[config.mk]
export PLATFORM = sky130hd
export DESIGN_NAME = effect_echo_fb
export DESIGN_NICKNAME = d
export VERILOG_FILES = /design/src/rtl/effect_echo_pkg.sv /design/src/rtl/echo_addr_gen.sv /design/src/rtl/effect_echo_fb.sv
export SDC_FILE = /design/constraint.sdc
export NUM_CORES = 1
export LEC_CHECK = 0
export BUFFER_PORTS_ARGS = -buffer_cell sky130_fd_sc_hd__buf_4
export CAP_MARGIN = 15
export CORE_MARGIN = 5
export CORE_UTILIZATION = 57
export CTS_CLUSTER_DIAMETER = 150
export DETAILED_ROUTE_END_ITERATION = 8
export PLACE_DENSITY = 0.82
export SLEW_MARGIN = 5
export SYNTH_ARGS = -nofsm -noshare
export SYNTH_HDL_FRONTEND = slang
export SYNTH_SLANG_ARGS = --single-unit
[constraint.sdc]
create_clock -name i_clk -period 5.8 [get_ports i_clk]
set_input_delay 0.58 -clock i_clk [delete_from_list [all_inputs] [get_ports i_clk]]
set_output_delay 0.58 -clock i_clk [all_outputs]
set_load 0.05 [all_outputs]
[src/rtl/effect_echo_pkg.sv]
// Shared types and helpers for the SRAM-backed feedback echo.
package effect_echo_pkg;

    typedef enum logic [2:0] {
        ST_IDLE     = 3'd0,
        ST_RD_REQ   = 3'd1,
        ST_RD_LATCH = 3'd2,
        ST_CALC     = 3'd3,
        ST_WRITE    = 3'd4
    } echo_state_t;

    localparam int FB_SHIFT = 3;

    function automatic int level_to_delay(input logic [2:0] level, input int step, input int depth);
        int d;
        d = (int'(level) + 1) * step;
        return (d > depth - 1) ? depth - 1 : d;
    endfunction

    function automatic longint sat(input longint value, input int width);
        longint hi;
        longint lo;
        hi = (longint'(1) <<< (width - 1)) - longint'(1);
        lo = -(longint'(1) <<< (width - 1));
        if (value > hi) return hi;
        if (value < lo) return lo;
        return value;
    endfunction

endpackage

[src/rtl/echo_addr_gen.sv]
// Circular-buffer pointer generator: write pointer with wrap, read pointer trailing by the delay.
module echo_addr_gen #(
    parameter int ADDR_W    = 20,
    parameter int MAX_DEPTH = 32000,
    parameter int BASE_ADDR = 0
) (
    input  logic              i_clk,
    input  logic              i_rst_n,
    input  logic              i_advance,
    input  logic [ADDR_W-1:0] i_delay,
    output logic [ADDR_W-1:0] o_wr_addr,
    output logic [ADDR_W-1:0] o_rd_addr
);

    localparam logic [ADDR_W-1:0] LAST_C  = ADDR_W'(MAX_DEPTH - 1);
    localparam logic [ADDR_W-1:0] DEPTH_C = ADDR_W'(MAX_DEPTH);
    localparam logic [ADDR_W-1:0] BASE_C  = ADDR_W'(BASE_ADDR);

    logic [ADDR_W-1:0] wr_ptr;
    logic [ADDR_W-1:0] rd_ptr;

    always_ff @(posedge i_clk or negedge i_rst_n) begin
        if (!i_rst_n) begin
            wr_ptr <= '0;
        end else if (i_advance) begin
            wr_ptr <= (wr_ptr == LAST_C) ? '0 : wr_ptr + ADDR_W'(1);
        end
    end

    // The modular sum may wrap ADDR_W bits in the middle, but the final value is < MAX_DEPTH.
    always_comb begin
        if (wr_ptr >= i_delay) begin
            rd_ptr = wr_ptr - i_delay;
        end else begin
            rd_ptr = wr_ptr + DEPTH_C - i_delay;
        end
    end

    assign o_wr_addr = BASE_C + wr_ptr;
    assign o_rd_addr = BASE_C + rd_ptr;

endmodule

[src/rtl/effect_echo_fb.sv]
// Feedback echo: reads the sample D slots back, writes input plus scaled echo, outputs dry/wet mix.
//
// state       | meaning
// ST_IDLE     | bus released, waiting for i_valid
// ST_RD_REQ   | read address driven (first read cycle)
// ST_RD_LATCH | read address driven, SRAM data captured at end
// ST_CALC     | feedback write value and output mix registered
// ST_WRITE    | feedback value written at wr_ptr, pointer advances
module effect_echo_fb
    import effect_echo_pkg::*;
#(
    parameter int DATA_W     = 16,
    parameter int ADDR_W     = 20,
    parameter int MAX_DEPTH  = 32000,
    parameter int DELAY_STEP = 4000,
    parameter int BASE_ADDR  = 0
) (
    input  logic              i_clk,
    input  logic              i_rst_n,
    input  logic              i_valid,
    input  logic              i_enable,
    input  logic [2:0]        i_level,
    input  logic [2:0]        i_feedback,
    input  logic [2:0]        i_mix,
    input  logic [DATA_W-1:0] i_data,
    input  logic [DATA_W-1:0] i_sram_rdata,
    output logic [ADDR_W-1:0] o_sram_addr,
    output logic              o_sram_we_n,
    output logic [DATA_W-1:0] o_sram_wdata,
    output logic [DATA_W-1:0] o_data,
    output logic              o_valid,
    output logic              o_busy,
    output logic              o_overrun
);

    localparam int PW        = DATA_W + 4;
    localparam int MIX_SHIFT = 3;

    echo_state_t state;

    logic signed [DATA_W-1:0] x_q;
    logic signed [DATA_W-1:0] d_q;
    logic signed [DATA_W-1:0] fbv_q;
    logic signed [DATA_W-1:0] y_q;
    logic [2:0]               fb_q;
    logic [2:0]               mix_q;
    logic                     en_q;
    logic [ADDR_W-1:0]        delay_q;

    logic [ADDR_W-1:0] wr_addr;
    logic [ADDR_W-1:0] rd_addr;

    logic signed [PW-1:0] x_ext;
    logic signed [PW-1:0] d_ext;
    logic signed [PW-1:0] fb_ext;
    logic signed [PW-1:0] mix_ext;
    logic signed [PW-1:0] dry_ext;
    logic signed [PW-1:0] fb_term;
    logic signed [PW-1:0] fb_sum;
    logic signed [PW-1:0] wet_sum;
    logic signed [DATA_W-1:0] fbv_next;
    logic signed [DATA_W-1:0] y_next;

    echo_addr_gen #(
        .ADDR_W    (ADDR_W),
        .MAX_DEPTH (MAX_DEPTH),
        .BASE_ADDR (BASE_ADDR)
    ) u_addr_gen (
        .i_clk     (i_clk),
        .i_rst_n   (i_rst_n),
        .i_advance (state == ST_WRITE),
        .i_delay   (delay_q),
        .o_wr_addr (wr_addr),
        .o_rd_addr (rd_addr)
    );

    // Products stay within PW bits: |x*8| and |d*7| both fit below 2^(DATA_W+3).
    always_comb begin
        x_ext    = {{(PW-DATA_W){x_q[DATA_W-1]}}, x_q};
        d_ext    = {{(PW-DATA_W){d_q[DATA_W-1]}}, d_q};
        fb_ext   = {{(PW-3){1'b0}}, fb_q};
        mix_ext  = {{(PW-3){1'b0}}, mix_q};
        dry_ext  = PW'(8) - mix_ext;
        fb_term  = (d_ext * fb_ext) >>> FB_SHIFT;
        fb_sum   = x_ext + fb_term;
        wet_sum  = (x_ext * dry_ext + d_ext * mix_ext) >>> MIX_SHIFT;
        fbv_next = x_q;
        y_next   = x_q;
        if (en_q) begin
            fbv_next = DATA_W'(sat(longint'(fb_sum), DATA_W));
            y_next   = wet_sum[DATA_W-1:0];
        end
    end

    always_ff @(posedge i_clk or negedge i_rst_n) begin
        if (!i_rst_n) begin
            state     <= ST_IDLE;
            x_q       <= '0;
            d_q       <= '0;
            fbv_q     <= '0;
            y_q       <= '0;
            fb_q      <= '0;
            mix_q     <= '0;
            en_q      <= 1'b0;
            delay_q   <= '0;
            o_data    <= '0;
            o_valid   <= 1'b0;
            o_overrun <= 1'b0;
        end else begin
            o_valid <= 1'b0;
            if (i_valid && (state != ST_IDLE)) begin
                o_overrun <= 1'b1;
            end
            case (state)
                ST_IDLE: begin
                    if (i_valid) begin
                        x_q     <= i_data;
                        fb_q    <= i_feedback;
                        mix_q   <= i_mix;
                        en_q    <= i_enable;
                        delay_q <= ADDR_W'(level_to_delay(i_level, DELAY_STEP, MAX_DEPTH));
                        state   <= ST_RD_REQ;
                    end
                end
                ST_RD_REQ: begin
                    state <= ST_RD_LATCH;
                end
                ST_RD_LATCH: begin
                    d_q   <= i_sram_rdata;
                    state <= ST_CALC;
                end
                ST_CALC: begin
                    fbv_q <= fbv_next;
                    y_q   <= y_next;
                    state <= ST_WRITE;
                end
                ST_WRITE: begin
                    o_valid <= 1'b1;
                    o_data  <= y_q;
                    state   <= ST_IDLE;
                end
                default: begin
                    state <= ST_IDLE;
                end
            endcase
        end
    end

    // Bus is decoded from state so an async reset releases the write strobe at once.
    always_comb begin
        o_sram_addr  = '0;
        o_sram_we_n  = 1'b1;
        o_sram_wdata = '0;
        case (state)
            ST_RD_REQ, ST_RD_LATCH: begin
                o_sram_addr = rd_addr;
            end
            ST_WRITE: begin
                o_sram_addr  = wr_addr;
                o_sram_we_n  = 1'b0;
                o_sram_wdata = fbv_q;
            end
            default: begin
            end
        endcase
    end

    assign o_busy = (state != ST_IDLE);

endmodule

==> results of run 1 <==
-- routing by layer --
layer	vias to the layer above	wire length (um)
li1	5844	-
met1	6002	16900
met2	537	17300
met3	74	3208
met4	0	703
met5	-	0
-- cell type report --
class | instances | area, um^2 | share of cell area [%]
Clock buffer | 18 | 439.2 | 2.671
Tap cell | 330 | 412.9 | 2.511
Clock inverter | 13 | 166.4 | 1.012
Inverter | 235 | 882.1 | 5.364
Sequential cell | 124 | 3104 | 18.88
Timing Repair Buffer | 131 | 994.7 | 6.049
Multi-Input combinational cell | 1296 | 10450 | 63.52
-- state kept, by name (all words and copies together), names as in the netlist, 3 cells and up --
register,count
d_q,16
y_q,16
delay_q,12
mix_q,3
u_addr_gen.wr_ptr,20
fb_q,3
fbv_q,16
o_data,16
x_q,16
state,3
-- stage by stage --
step	setup TNS, ps	hold WS (ps)
2_1_floorplan	0	284.4
3_3_place_gp	-4.429	440.9
3_5_place_dp	-384.8	450.2
4_1_cts	0	303.6
5_1_grt	-24.76	335.8
6_report	0	275.8
-- how the worst max path moves through the flow --
| stage | startpoint | endpoint | slack [ps] | cells after the start |
|---|---|---|---|---|
| detailed placement | d_q[2] | fbv_q[13] | -90 | 21 |
| floorplan | mix_q[0] | y_q[15] | 330 | 19 |
| finish | d_q[2] | fbv_q[12] | 220 | 23 |
| global placement | d_q[2] | fbv_q[13] | -4 | 21 |
| global route | d_q[2] | fbv_q[12] | -20 | 23 |
| CTS | d_q[2] | fbv_q[2] | 70 | 23 |
-- cell families after synthesis --
| logic type | share of synthesized area, % |
|---|---|
| AOI/OAI and AO/OA | 13.93 |
| buffers and inverters | 7.448 |
| DFF | 21.30 |
| adders and majority gates | 29.86 |
| muxes | 2.285 |
| xor gates and xnor gates | 6.073 |
| and+or+nand+nor | 19.10 |
-- timing repair --
action / CTS / global route
endpoints found under the setup margin: 10 / 17
pin swaps: 0 / 7
gates resized for setup: 2 / 14
cloned: 0 / 0
buffers inserted: 0 / 4
-- cells in the final DEF, fill, tap and decap left out, types with 8 or more instances in the layout --
| master | count |
|---|---|
| fa_1 | 110 |
| a211oi_1 | 8 |
| o21a_1 | 11 |
| dfrtp_1 | 123 |
| nand4_1 | 10 |
| xor2_1 | 27 |
| and3_1 | 28 |
| mux2i_1 | 13 |
| nor3_1 | 25 |
| ha_1 | 166 |
| or3_1 | 16 |
| a21o_1 | 27 |
| clkbuf_16 | 17 |
| and2_1 | 99 |
| a31oi_1 | 16 |
| buf_4 | 129 |
| o211ai_1 | 8 |
| xnor2_1 | 74 |
| nand2b_1 | 12 |
| nand3_1 | 23 |
| mux2_2 | 18 |
| nor2_1 | 74 |
| o22ai_1 | 10 |
| inv_1 | 233 |
| nand2_1 | 262 |
| o21bai_1 | 15 |
| a21oi_1 | 66 |
| o21ai_0 | 72 |
==> results.json, run 1 <==
{
  "worst_setup_path_start_kind": "flop",
  "dp_cells": 2111,
  "yosys.area.top_type": "dfrtp_1",
  "drtIter0Drc": 1059,
  "drc": 0,
  "fin_area_mm2": 0.01644,
  "fin_worst_skew_ps": 16.13,
  "clock_path_buffers": 2,
  "syn-cell-area_mm2": 0.01457,
  "fill_cells": 2054,
  "hpwl_um": 29120,
  "post-route-util_pct": 65.30,
  "clkTransAtPathRegs_ps": 70,
  "critPathMaxStageDelay_ps": 530,
  "status": "completed",
  "grt_max_degree": 66,
  "busiest_layer": "met2",
  "slew_viol_final": 0,
  "path_delay_family": "compound AO/OA/AOI/OAI gates",
  "cp.arrival_ps": 5850,
  "portBuffers": 100,
  "drt.antenna.violating_nets": 0,
  "met1_usage_pct": 38.10,
  "setup_viol": 0,
  "fin_ws_ps": 223.3,
  "final_cells": 2147,
  "die_x_um": 169.9,
  "drt-total-wl_um": 38120,
  "postCtsHoldBufs": 0,
  "tritoncts": "yes",
  "crit_required_ps": 6070,
  "grt_overflow_total": 0,
  "final_net_count": 2131,
  "areaGrowthSynthToFinish_pct": 12.90,
  "yosysWarnings": 0,
  "met3_usage_pct": 5.250,
  "initial_core_util_pct": 57.84,
  "cts_root_buf": "clkbuf_16",
  "period_share_pct": 96.15,
  "place_ws_ps": -87.16,
  "yosysMostFrequentCell": "nand2_1",
  "worst_pin_slew_ps": 1097,
  "antenna_found_initial": 0,
  "async_reset_ff_share_pct": 100.0,
  "period_needed_ps": 5577,
  "worst_skew_pair.late_latency_ps": 430,
  "synthesis.instances": 1705,
  "dieHeight_um": 169.9,
  "crit_buf_inv": 3,
  "core_mm2": 0.02518,
  "ys_top_cells_by_count": "nand2_1, inv_1, ha_1",
  "synth_nets": 2031,
  "placed_area_mm2": 0.01573,
  "grt_pass1_vias": 12560,
  "worst-setup-path-type": "reg2reg",
  "end_kind": "flop",
  "crit_path_max_fanout": 7,
  "worst_r2r_endpoint": "fbv_q[12]",
  "grt_pass1_wl_um": 62740,
  "r2r_cells": 23,
  "hold_path.class": "in2async",
  "ys_seq_area_share_pct": 21.30,
  "grt_usage_pct": 26.81,
  "slowest_stage": "fa_1",
  "pin_count": 101,
  "fmax_ghz": 0.1793,
  "r2r_start": "d_q[2]",
  "hold_violations": 0,
  "htreeDepth": 4,
  "gp_congestion": 0.9481,
  "cp_cell_sequence": "and2_1 -> ha_1 -> inv_1 -> fa_1 -> inv_1 -> fa_2 -> a211o_1 -> a211oi_2 -> o31ai_2 -> o41ai_2 -> o21ai_1 -> nor2_2 -> xnor2_1 -> ha_2 -> a21o_1 -> a21o_1 -> a21oi_1 -> o22a_1 -> nand3_2 -> o21a_4 -> nor3_4 -> buf_4 -> a221oi_2",
  "avgSynthCellArea_um2": 8.543,
  "cap_violations": 0,
  "cts_buffers": 17,
  "via_per_inst": 5.802,
  "wl_per_cell_um": 17.75,
  "ys_types": 74,
  "via_count": 12460,
  "drtPass1Iterations": 5,
  "dieArea_mm2": 0.02885,
  "reg2reg_slack_ps": 220,
  "cts_num_sinks": 124,
  "drive_gt1_share_pct": 12.05,
  "ys.flop_type": "dfrtp_1",
  "met2_usage_pct": 42.81,
  "insertedDiodeCount": 0,
  "synth-seq-cells": 124,
  "synth_enable_flop_cells": 0,
  "rows": 58,
  "synthTopCellsByArea": "dfrtp_1, fa_1, ha_1, nand2_1, inv_1",
  "synth_top_area_share_pct": 21.30,
  "max_slew_margin_pct": 26.62
}
Power of run 1 is left out: the tool's default activity adds up to more than one toggle a clock period on the data nets, which glitch-free logic cannot reach.
==> run 2: changes to the inputs <==
- BUFFER_PORTS_ARGS: -buffer_cell sky130_fd_sc_hd__buf_4 -> not set
- CORE_UTILIZATION: 57 -> 60
- CTS_BUF_LIST: not set -> sky130_fd_sc_hd__clkbuf_16
- DONT_BUFFER_PORTS: not set -> 1
==> run 2 against run 1 <==
Critical path depth did not move. Via count fell by 4.0%. Die area fell by 4.7%. Hold slack got worse by 170 ps. Sequential cell count did not move. Non-clock buffer count fell by 95. Utilization barely moved. Worst setup slack got worse by 18 ps. Register-to-register slack got worse by 20 ps. Critical endpoint is now fbv_q[1]. Largest cell class unchanged.
==> results.json, run 2 (synthesized netlist as in run 1, its figures left out) <==
{
  "status": "completed",
  "cts_buffers": 17,
  "clkTransAtPathRegs_ps": 60,
  "pin_count": 101,
  "worst-setup-path-type": "reg2reg",
  "placed_area_mm2": 0.01499,
  "fin_worst_skew_ps": 15.79,
  "drtIter0Drc": 968,
  "critPathMaxStageDelay_ps": 520,
  "drtPass1Iterations": 8,
  "final_cells": 2047,
  "slowest_stage": "fa_1",
  "final_common_cell": "nand2_1",
  "crit_path_max_fanout": 16,
  "hold_violations": 0,
  "antenna_found_initial": 1,
  "grt_overflow_total": 0,
  "final_net_count": 2036,
  "insertedDiodeCount": 0,
  "core_mm2": 0.02411,
  "cap_violations": 0,
  "worst_pin_slew_ps": 1091,
  "crit_required_ps": 6130,
  "clock_path_buffers": 2,
  "dp_cells": 2008,
  "areaGrowthSynthToFinish_pct": 8.118,
  "grt_pass1_vias": 12010,
  "worst_setup_path_start_kind": "flop",
  "worst_skew_pair.late_latency_ps": 430,
  "post-route-util_pct": 65.33,
  "rows": 57,
  "grt_max_degree": 125,
  "hold_path.class": "in2async",
  "slew_viol_final": 0,
  "period_needed_ps": 5595,
  "grt_usage_pct": 26.82,
  "setup_viol": 0,
  "path_delay_family": "compound AO/OA/AOI/OAI gates",
  "grt_pass1_wl_um": 60900,
  "end_kind": "flop",
  "layout_common_cells": "nand2_1, inv_1, ha_1",
  "initial_core_util_pct": 60.42,
  "portBuffers": 0,
  "die_x_um": 165.8,
  "htreeDepth": 4,
  "drt-total-wl_um": 36960,
  "fin_hold_ws_ps": 107.8,
  "via_count": 11950,
  "dieArea_mm2": 0.02749,
  "cts_num_sinks": 124,
  "regMostFlops": "u_addr_gen.wr_ptr",
  "cts_root_buf": "clkbuf_16",
  "fmax_ghz": 0.1787,
  "drive_gt1_share_pct": 7.197,
  "cp.arrival_ps": 5920,
  "period_share_pct": 96.47,
  "cp_cell_sequence": "buf_4 -> and2_1 -> ha_1 -> inv_1 -> fa_1 -> inv_1 -> ha_2 -> nor3_1 -> nor3_1 -> a211o_1 -> a21o_1 -> a21oi_1 -> xnor2_1 -> ha_1 -> a21oi_1 -> nand2_1 -> a211o_1 -> o2111a_1 -> a211oi_2 -> o21a_4 -> nor3_4 -> buf_4 -> a221oi_1",
  "tritoncts": "yes",
  "dieHeight_um": 165.8,
  "gp_congestion": 0.9165,
  "drt.antenna.violating_nets": 0,
  "wl_per_cell_um": 18.05,
  "max_slew_margin_pct": 27.18,
  "crit_buf_inv": 4,
  "via_per_inst": 5.839,
  "drc": 0,
  "hpwl_um": 28470,
  "largest_reg_flops": 20,
  "fin_area_mm2": 0.01575
}
==> run 2: changes by cell type in the layout (fill, tap and decap cells not counted), moves of 2 or more <==
cell      delta
inv_6        +3
buf_4       -96
o21ai_0      -2
clkinv_2     -2
==> run 2: final timing paths <==
check / from / slack (ps) / cells past startpoint / to
setup / recovery: fb_q[2] / 200 / 23 / fbv_q[1]
max in group asynchronous: i_rst_n / 5210 / 1 / y_q[15]
min in group i_clk: i_data[8] / 250 / 2 / x_q[8]
hold reg to reg: y_q[9] / 460 / 2 / o_data[9]
hold / removal: i_rst_n / 110 / 1 / d_q[3]
setup reg to reg: fb_q[2] / 200 / 23 / fbv_q[1]
==> run 2: final cells by class <==
cell class                 count  area [um^2]
clock buffer                  17        425.4
clock inverter                15        186.4
fill                        1986         8358
inverter                     235        882.1
multi-input combinational   1296        10450
sequential                   124         3104
tap                          324        405.4
timing repair buffer          36        297.8
==> run 2: timing repair <==
| action | CTS | global route |
|---|---|---|
| gates resized for setup | 3 | 15 |
| endpoints found under the hold margin | 124 | 0 |
| endpoints found under the setup margin | 13 | 17 |
| pin swaps | 1 | 7 |
| hold buffers | 1 | 0 |
| buffers inserted | 3 | 3 |
==> run 2: stage by stage <==
stage | setup slack (ps) | TNS (ps)
after CTS | 126.3 | 0
final | 205.0 | 0
after global placement | -20.91 | -20.91
after global routing | -30.74 | -30.74
after floorplan | 332.8 | 0
after detailed placement | -120.1 | -1041
==> run 2: per-layer routing <==
| metal | wire [um] | up-vias | share of wire, % | global-route usage, % |
|---|---|---|---|---|
| met4 | 847 | 2 | 2.3 | 7.281 |
| met5 | 7 | - | 0.019 | 0 |
| li1 | - | 5646 | - | - |
| met1 | 16680 | 5760 | 45 | 38.58 |
| met3 | 3421 | 70 | 9.3 | 7.165 |
| met2 | 16000 | 475 | 43 | 40.36 |
Power of run 2 is left out for the same reason.
